File: src/rtl/dcache_refill_unit.sv
// ============================================================================
// dcache_refill_unit : data-cache miss refill engine (16 x 64-bit burst fill)
// Optional: DCACHE_REFILL_CWF_EN enables critical-word-first beat ordering.
// Revision: 1.0
// ============================================================================
`default_nettype none

module dcache_refill_unit #(
   parameter int BLOCK_BITS = 1024,
   parameter int BEAT_BITS  = 64,
   parameter int ADDR_BITS  = 32
) (
   input  logic                  clk,
   input  logic                  rst,
   input  logic                  read_miss_repair,
   input  logic                  write_miss_repair,
   input  logic [ADDR_BITS-1:0]  missed_addr,
   output logic                  repair_resolved,
   output logic [BLOCK_BITS-1:0] fill_data,
   output logic [ADDR_BITS-1:0]  fill_addr,
   output logic                  mem_req_valid,
   input  logic                  mem_req_ready,
   output logic [ADDR_BITS-1:0]  mem_req_addr,
   input  logic                  mem_rsp_valid,
   input  logic [BEAT_BITS-1:0]  mem_rsp_data,
   input  logic                  mem_rsp_last,
   output logic                  busy,
   output logic                  err
);

   localparam int c_BEATS    = BLOCK_BITS / BEAT_BITS;
   localparam int c_CNT_W    = $clog2(c_BEATS);
   localparam int c_BLK_OFF  = $clog2(BLOCK_BITS / 8);
   localparam int c_BEAT_OFF = $clog2(BEAT_BITS / 8);

   typedef enum logic [1:0] {
      S_IDLE = 2'd0,
      S_REQ  = 2'd1,
      S_FILL = 2'd2,
      S_DONE = 2'd3
   } state_t;

   state_t                         r_state;
   state_t                         w_next;
   logic [c_CNT_W-1:0]             r_cnt;
   logic [c_CNT_W-1:0]             w_slot;
   logic [ADDR_BITS-c_BLK_OFF-1:0] r_miss_blk;
   logic [BLOCK_BITS-1:0]          r_fill_data;
   logic [ADDR_BITS-1:0]           r_fill_addr;
   logic [ADDR_BITS-1:0]           r_req_addr;
   logic                           r_req_valid;
   logic                           r_resolved;
   logic                           r_busy;
   logic                           r_err;
   logic                           w_miss;
   logic                           w_beat;
   logic                           w_unused;

   assign w_miss   = read_miss_repair | write_miss_repair;
   assign w_beat   = (r_state == S_FILL) && mem_rsp_valid;
   assign w_unused = ^missed_addr[c_BLK_OFF-1:0];

`ifdef DCACHE_REFILL_CWF_EN
   logic [c_CNT_W-1:0] r_start;

   // Memory returns beats in wrap order starting at the missed word.
   assign w_slot = r_cnt + r_start;

   always_ff @(posedge clk) begin
      if (rst) begin
         r_start <= '0;
      end else if (r_state == S_IDLE && w_miss) begin
         r_start <= missed_addr[c_BLK_OFF-1:c_BEAT_OFF];
      end
   end
`else
   assign w_slot = r_cnt;
`endif

   always_ff @(posedge clk) begin
      if (rst) begin
         r_state <= S_IDLE;
      end else begin
         r_state <= w_next;
      end
   end

   always_comb begin
      w_next = r_state;
      case (r_state)
         S_IDLE: if (w_miss)                   w_next = S_REQ;
         S_REQ:  if (mem_req_ready)            w_next = S_FILL;
         S_FILL: if (w_beat && (r_cnt == '1))  w_next = S_DONE;
         S_DONE:                               w_next = S_IDLE;
         default:                              w_next = S_IDLE;
      endcase
   end

   // Status outputs are registered off the next state so they align with it.
   always_ff @(posedge clk) begin
      if (rst) begin
         r_req_valid <= 1'b0;
         r_resolved  <= 1'b0;
         r_busy      <= 1'b0;
      end else begin
         r_req_valid <= (w_next == S_REQ);
         r_resolved  <= (w_next == S_DONE);
         r_busy      <= (w_next != S_IDLE);
      end
   end

   always_ff @(posedge clk) begin
      if (rst) begin
         r_cnt       <= '0;
         r_miss_blk  <= '0;
         r_req_addr  <= '0;
         r_fill_addr <= '0;
         r_fill_data <= '0;
         r_err       <= 1'b0;
      end else begin
         if (r_state == S_IDLE && w_miss) begin
            r_cnt      <= '0;
            r_miss_blk <= missed_addr[ADDR_BITS-1:c_BLK_OFF];
`ifdef DCACHE_REFILL_CWF_EN
            r_req_addr <= {missed_addr[ADDR_BITS-1:c_BEAT_OFF], {c_BEAT_OFF{1'b0}}};
`else
            r_req_addr <= {missed_addr[ADDR_BITS-1:c_BLK_OFF], {c_BLK_OFF{1'b0}}};
`endif
         end
         // The previous block stays visible until the new burst is accepted.
         if (r_state == S_REQ && mem_req_ready) begin
            r_fill_addr <= {r_miss_blk, {c_BLK_OFF{1'b0}}};
         end
         if (w_beat) begin
            r_cnt <= r_cnt + c_CNT_W'(1);
            for (int i = 0; i < c_BEATS; i++) begin
               if (w_slot == c_CNT_W'(i)) begin
                  r_fill_data[i*BEAT_BITS +: BEAT_BITS] <= mem_rsp_data;
               end
            end
            if (mem_rsp_last != (r_cnt == '1)) begin
               r_err <= 1'b1;
            end
         end
         if (mem_rsp_valid && r_state != S_FILL) begin
            r_err <= 1'b1;
         end
      end
   end

   assign repair_resolved = r_resolved;
   assign fill_data       = r_fill_data;
   assign fill_addr       = r_fill_addr;
   assign mem_req_valid   = r_req_valid;
   assign mem_req_addr    = r_req_addr;
   assign busy            = r_busy;
   assign err             = r_err;

endmodule

`default_nettype wire

File: config.mk
export PLATFORM = sky130hd
export DESIGN_NAME = dcache_refill_unit
export DESIGN_NICKNAME = d
export VERILOG_FILES = /design/src/rtl/dcache_refill_unit.sv
export SDC_FILE = /design/constraint.sdc
export NUM_CORES = 2
export LEC_CHECK = 0
export ABC_AREA = 1
export BUFFER_PORTS_ARGS = -buffer_cell sky130_fd_sc_hd__buf_2
export CORE_AREA = 2 2 468 470
export CTS_CLUSTER_SIZE = 14
export DETAILED_ROUTE_END_ITERATION = 8
export DIE_AREA = 0 0 470 472
export GPL_TIMING_DRIVEN = 1
export RECOVER_POWER = 50
export SYNTH_ARGS = -nofsm -noshare
export SYNTH_HDL_FRONTEND = slang
export SYNTH_SLANG_ARGS = --single-unit
File: constraint.sdc
create_clock -name clk -period 1.5 [get_ports clk]
set_input_delay 0.3 -clock clk [delete_from_list [all_inputs] [get_ports clk]]
set_output_delay 0.3 -clock clk [all_outputs]
set_load 0.02 [all_outputs]
==> impl_results.md <==
* Async SR Flop Fraction at 0
* Cell family contributing the most delay on the critical path: buffers and inverters
* Synthesized flop and latch total at about 1.1k
* Remaining DRCs at 0
* Worst-path clk slew at 0.07 ns
* Synth-to-Final Area Change at 48.7%
* FF-to-FF setup slack at -0.31 ns
* Fill count at approximately 23k
* Initial antenna violation count at 22
* Die X at between 400 and 500 um
* Max-slew violations at 0
* Hold Startpoint: mem_rsp_data[42]
* Largest family of logic cells by synthesized area: simple AND/OR/NAND/NOR gates
* Drt first pass iters at 8
* Routed vias/inst at approximately 4.7
* Drt wl/cell at 25.7 um
* Failing checks: setup timing
* Post-synthesis mux area share at 0
* Peak Freq at 0.554 GHz
* Sink Count at 1084
* WP data required at 2.20 ns
* Sequential power share at 0.449
* Largest net degree at the start of global routing at 94
* Ys Warns at 0
* Cell with the most instances after synthesis: nor2_1
* Final HPWL DP at approximately 140 mm
* Placed inst area at 0.0506 mm2
* GRT Total Usage at 0.193
* Worst Slack Setup Final at -0.306 ns
* Max-cap violations at 0
* Post-Route Utilization at 0.277
* Critical R2R Launch: r_cnt[2]$_SDFFE_PP0P_
* Clk buf depth at 3
* Static leakage at around 27 nW
* Worst-skew pair later-pin latency at 0.78 ns
* Crit Path Max Fanout at 13
* Vias in the first global route at approximately 40k
* RSZ-0062 raised after global routing: yes
* Mapped Cells at 4971
* Layout cells sized above 1 at 0.358
* Synth top area share at 0.538
* Final setup fails at between 2k and 2.5k
* Kind of critical path: reg -> reg
* Port buffer count at 1173
* Post-DRT Antenna Nets at 0
* Crit-path cells: buf_6 > nor2_4 > buf_6 > buf_6 > buf_6 > nand2_8 > nor2_4 > buf_12 > clkbuf_16 > o21ai_0 > nor2_1
* Synth Flop Type: dfxtp_1
* Most used cell, CP: buf_6
* Nets at 6309
* Row count at 171
* Post-synthesis instance area at 0.0404 mm2
* Logic gate share of total power at 0.071
* Outcome: finished with violations
* Synth Area in Simple Gates at 0.256
* Io pins at approximately 1.2k
* H-tree Lvls at 3
* Slew headroom at 0.272
* Die area at 0.222 mm2
* Final wirelength at 235 mm
* Critical Path Sink Type: flip-flop
* Hold Fails Final Rpt at 0
* Synth cell types at 25
* Hold path endpoint: fill_data[1002]$_SDFFE_PP0P_
* Crit path largest cell delay at 0.34 ns
* Clock root buffer: clkbuf_16
* RD Place Congestion at approximately 0.84
* Synth Area in Adders at 0.00124
* Cell Pwr Density at 1080 mW/mm2
* Initial Util at 0.186
* Post-Synth XOR/XNOR Area at 0
* TritonCTS Buffers at 116
* Worst reg2reg path depth at 11
* Core Area at 0.217 mm2
* Die Y at 472 um
* Post-Layout Inst Area at 0.0600 mm2
* Area contributors post-synth: dfxtp_1 54%, nor2_1 13%, o21ai_0 12%, nor3_1 7.2%, nor3_2 4.7%
* CP bufs+invs at 6
* WHS Path Cells at 4
* Switching power of the nets at 16.8 mW
* Peak supply drop at 0.973 mV
* Grt total ovfl at 0
* Actual slew at the worst max-slew pin at roughly 1.1 ns
* Critical Path Slowest Stage Cell: dfxtp_2
* Startpoint Class: flip-flop
* First-pass GRT wire length at 308 mm
* Clk_skew at 0.0523 ns
* CTS tree: done
* Syn avg cell area at just over 8 um2
* Critical Path AT at around 2.5 ns
* Synth Area in Compound Gates at 0.134
* Clk pwr share at 0.480
* Minimum clock period at 1.81 ns
* Via count at 42.9k
* Switching portion of total power at 0.259
* Crit Reg-Reg Endpoint: fill_data[557]$_SDFFE_PP0P_
* Initial drt markers at ~4.3k
* Post-synth top cells: 1392 x nor2_1, 1084 x dfxtp_1, 936 x o21ai_0
* Post-synth EDFFs at 0
* Min-Delay Path Class: in -> reg
* Fin crit share at 1.20
* Sequential area share after synthesis at 0.538
* Area leader, netlist: dfxtp_1
* Pint at 48.2 mW
[routing by layer]
layer,part of all wire,GRT usage,wire length (um),vias to the layer above
met5,0,0,0,-
met4,0.066,0.118,15500,0
met3,0.11,0.0552,25800,591
met2,0.44,0.299,103000,2879
met1,0.38,0.236,90600,20518
li1,-,-,-,18954
[logic make-up after synthesis]
logic type                 after synthesis
buffers and inverters                  588
other                                    1
DFF                                   1084
AOI/OAI and AO/OA                     1083
adders and majority gates                4
and+or+nand+nor                       2211
[layout make-up]
type                            count  area [um2]  area share
Sequential cell                  1084       21800       0.363
Timing Repair Buffer             1665       13500       0.224
Inverter                           22         190     0.00317
Timing Repair inverter              1        11.3    0.000188
Clock buffer                      172        3410      0.0569
Multi-Input combinational cell   3312       16900       0.281
Tap cell                         2854        3570      0.0595
Antenna cell                        7        17.5    0.000292
Clock inverter                     48         711      0.0118
[registers in the layout (all words and copies together), names as in the netlist]
signal and flops:
busy 1, err 1, fill_addr 25, fill_data 1024, mem_req_addr 25, mem_req_valid 1
r_cnt 4, r_state 2, repair_resolved 1
[stage by stage]
step | TNS [ns] | hold WS, ns | setup slack [ns] | std cells | total power [mW]
3_3_place_gp | -164.76 | 0.446 | -0.403 | 8722 | 33.9
4_1_cts | -389.28 | 0.000417 | -0.295 | 9103 | 65.2
2_1_floorplan | 0 | 0.369 | 0.00803 | 4984 | 31.6
5_1_grt | -466.87 | 0.0603 | -0.408 | 9161 | 66.5
3_5_place_dp | -196.39 | 0.445 | -0.436 | 8722 | 33.9
6_report | -279.17 | 0.0881 | -0.306 | 9165 | 65.0
[tightest hold or removal path, stage by stage]
cell     delay (ns)
buf_2          0.12
buf_12         0.17
o21ai_0        0.17
nor2_1         0.04
[how the worst max path moves through the flow]
| stage | slack [ns] | end | depth (start not counted) | startpoint |
|---|---|---|---|---|
| finish | -0.31 | fill_data[557]$_SDFFE_PP0P_ | 11 | r_cnt[2]$_SDFFE_PP0P_ |
| global route | -0.41 | fill_data[421]$_SDFFE_PP0P_ | 10 | r_state[1]$_SDFF_PP0_ |
| CTS | -0.30 | fill_data[618]$_SDFFE_PP0P_ | 9 | r_cnt[0]$_SDFFE_PP0P_ |
| detailed placement | -0.44 | mem_req_addr[29]$_SDFFE_PP0P_ | 6 | r_state[0]$_SDFF_PP0_ |
| global placement | -0.40 | mem_req_addr[29]$_SDFFE_PP0P_ | 6 | r_state[1]$_SDFF_PP0_ |
| floorplan | 0.008 | fill_data[63]$_SDFFE_PP0P_ | 7 | r_cnt[0]$_SDFFE_PP0P_ |
[cell usage in the layout (no fill, tap or decap), drive strengths merged]
cell type    count
ha               4
clkinv          28
a21oi            4
nand2           27
clkbuf         200
dfxtp         1084
bufinv          12
nor3           769
o21ai         1079
inv             27
nand4            1
dlygate4sd3     49
bufbuf           2
clkinvlp         4
diode            7
buf           1586
conb            14
nor2          1408
nand3            6
[what timing repair did]
item / 4_1_cts / 5_1_grt
pin swaps: 56 / 46
setup endpoints to repair: 2132 / 2143
resized for setup: 457 / 228
hold buffers: 49 / 0
buffers inserted: 69 / 24
cloned: 44 / 32
hold endpoints to repair: 123 / 0
[power by group through the flow]
| stage | clock (mW) | combinational [mW] | sequential, mW |
|---|---|---|---|
| after floorplan | 0 | 1.54 | 30.0 |
| after global placement | 0 | 4.06 | 29.8 |
| after detailed placement | 0 | 4.08 | 29.8 |
| after CTS | 31.6 | 4.49 | 29.2 |
| after global routing | 32.6 | 4.73 | 29.2 |
| final | 31.2 | 4.59 | 29.2 |
(Power assumes the default switching activity.)
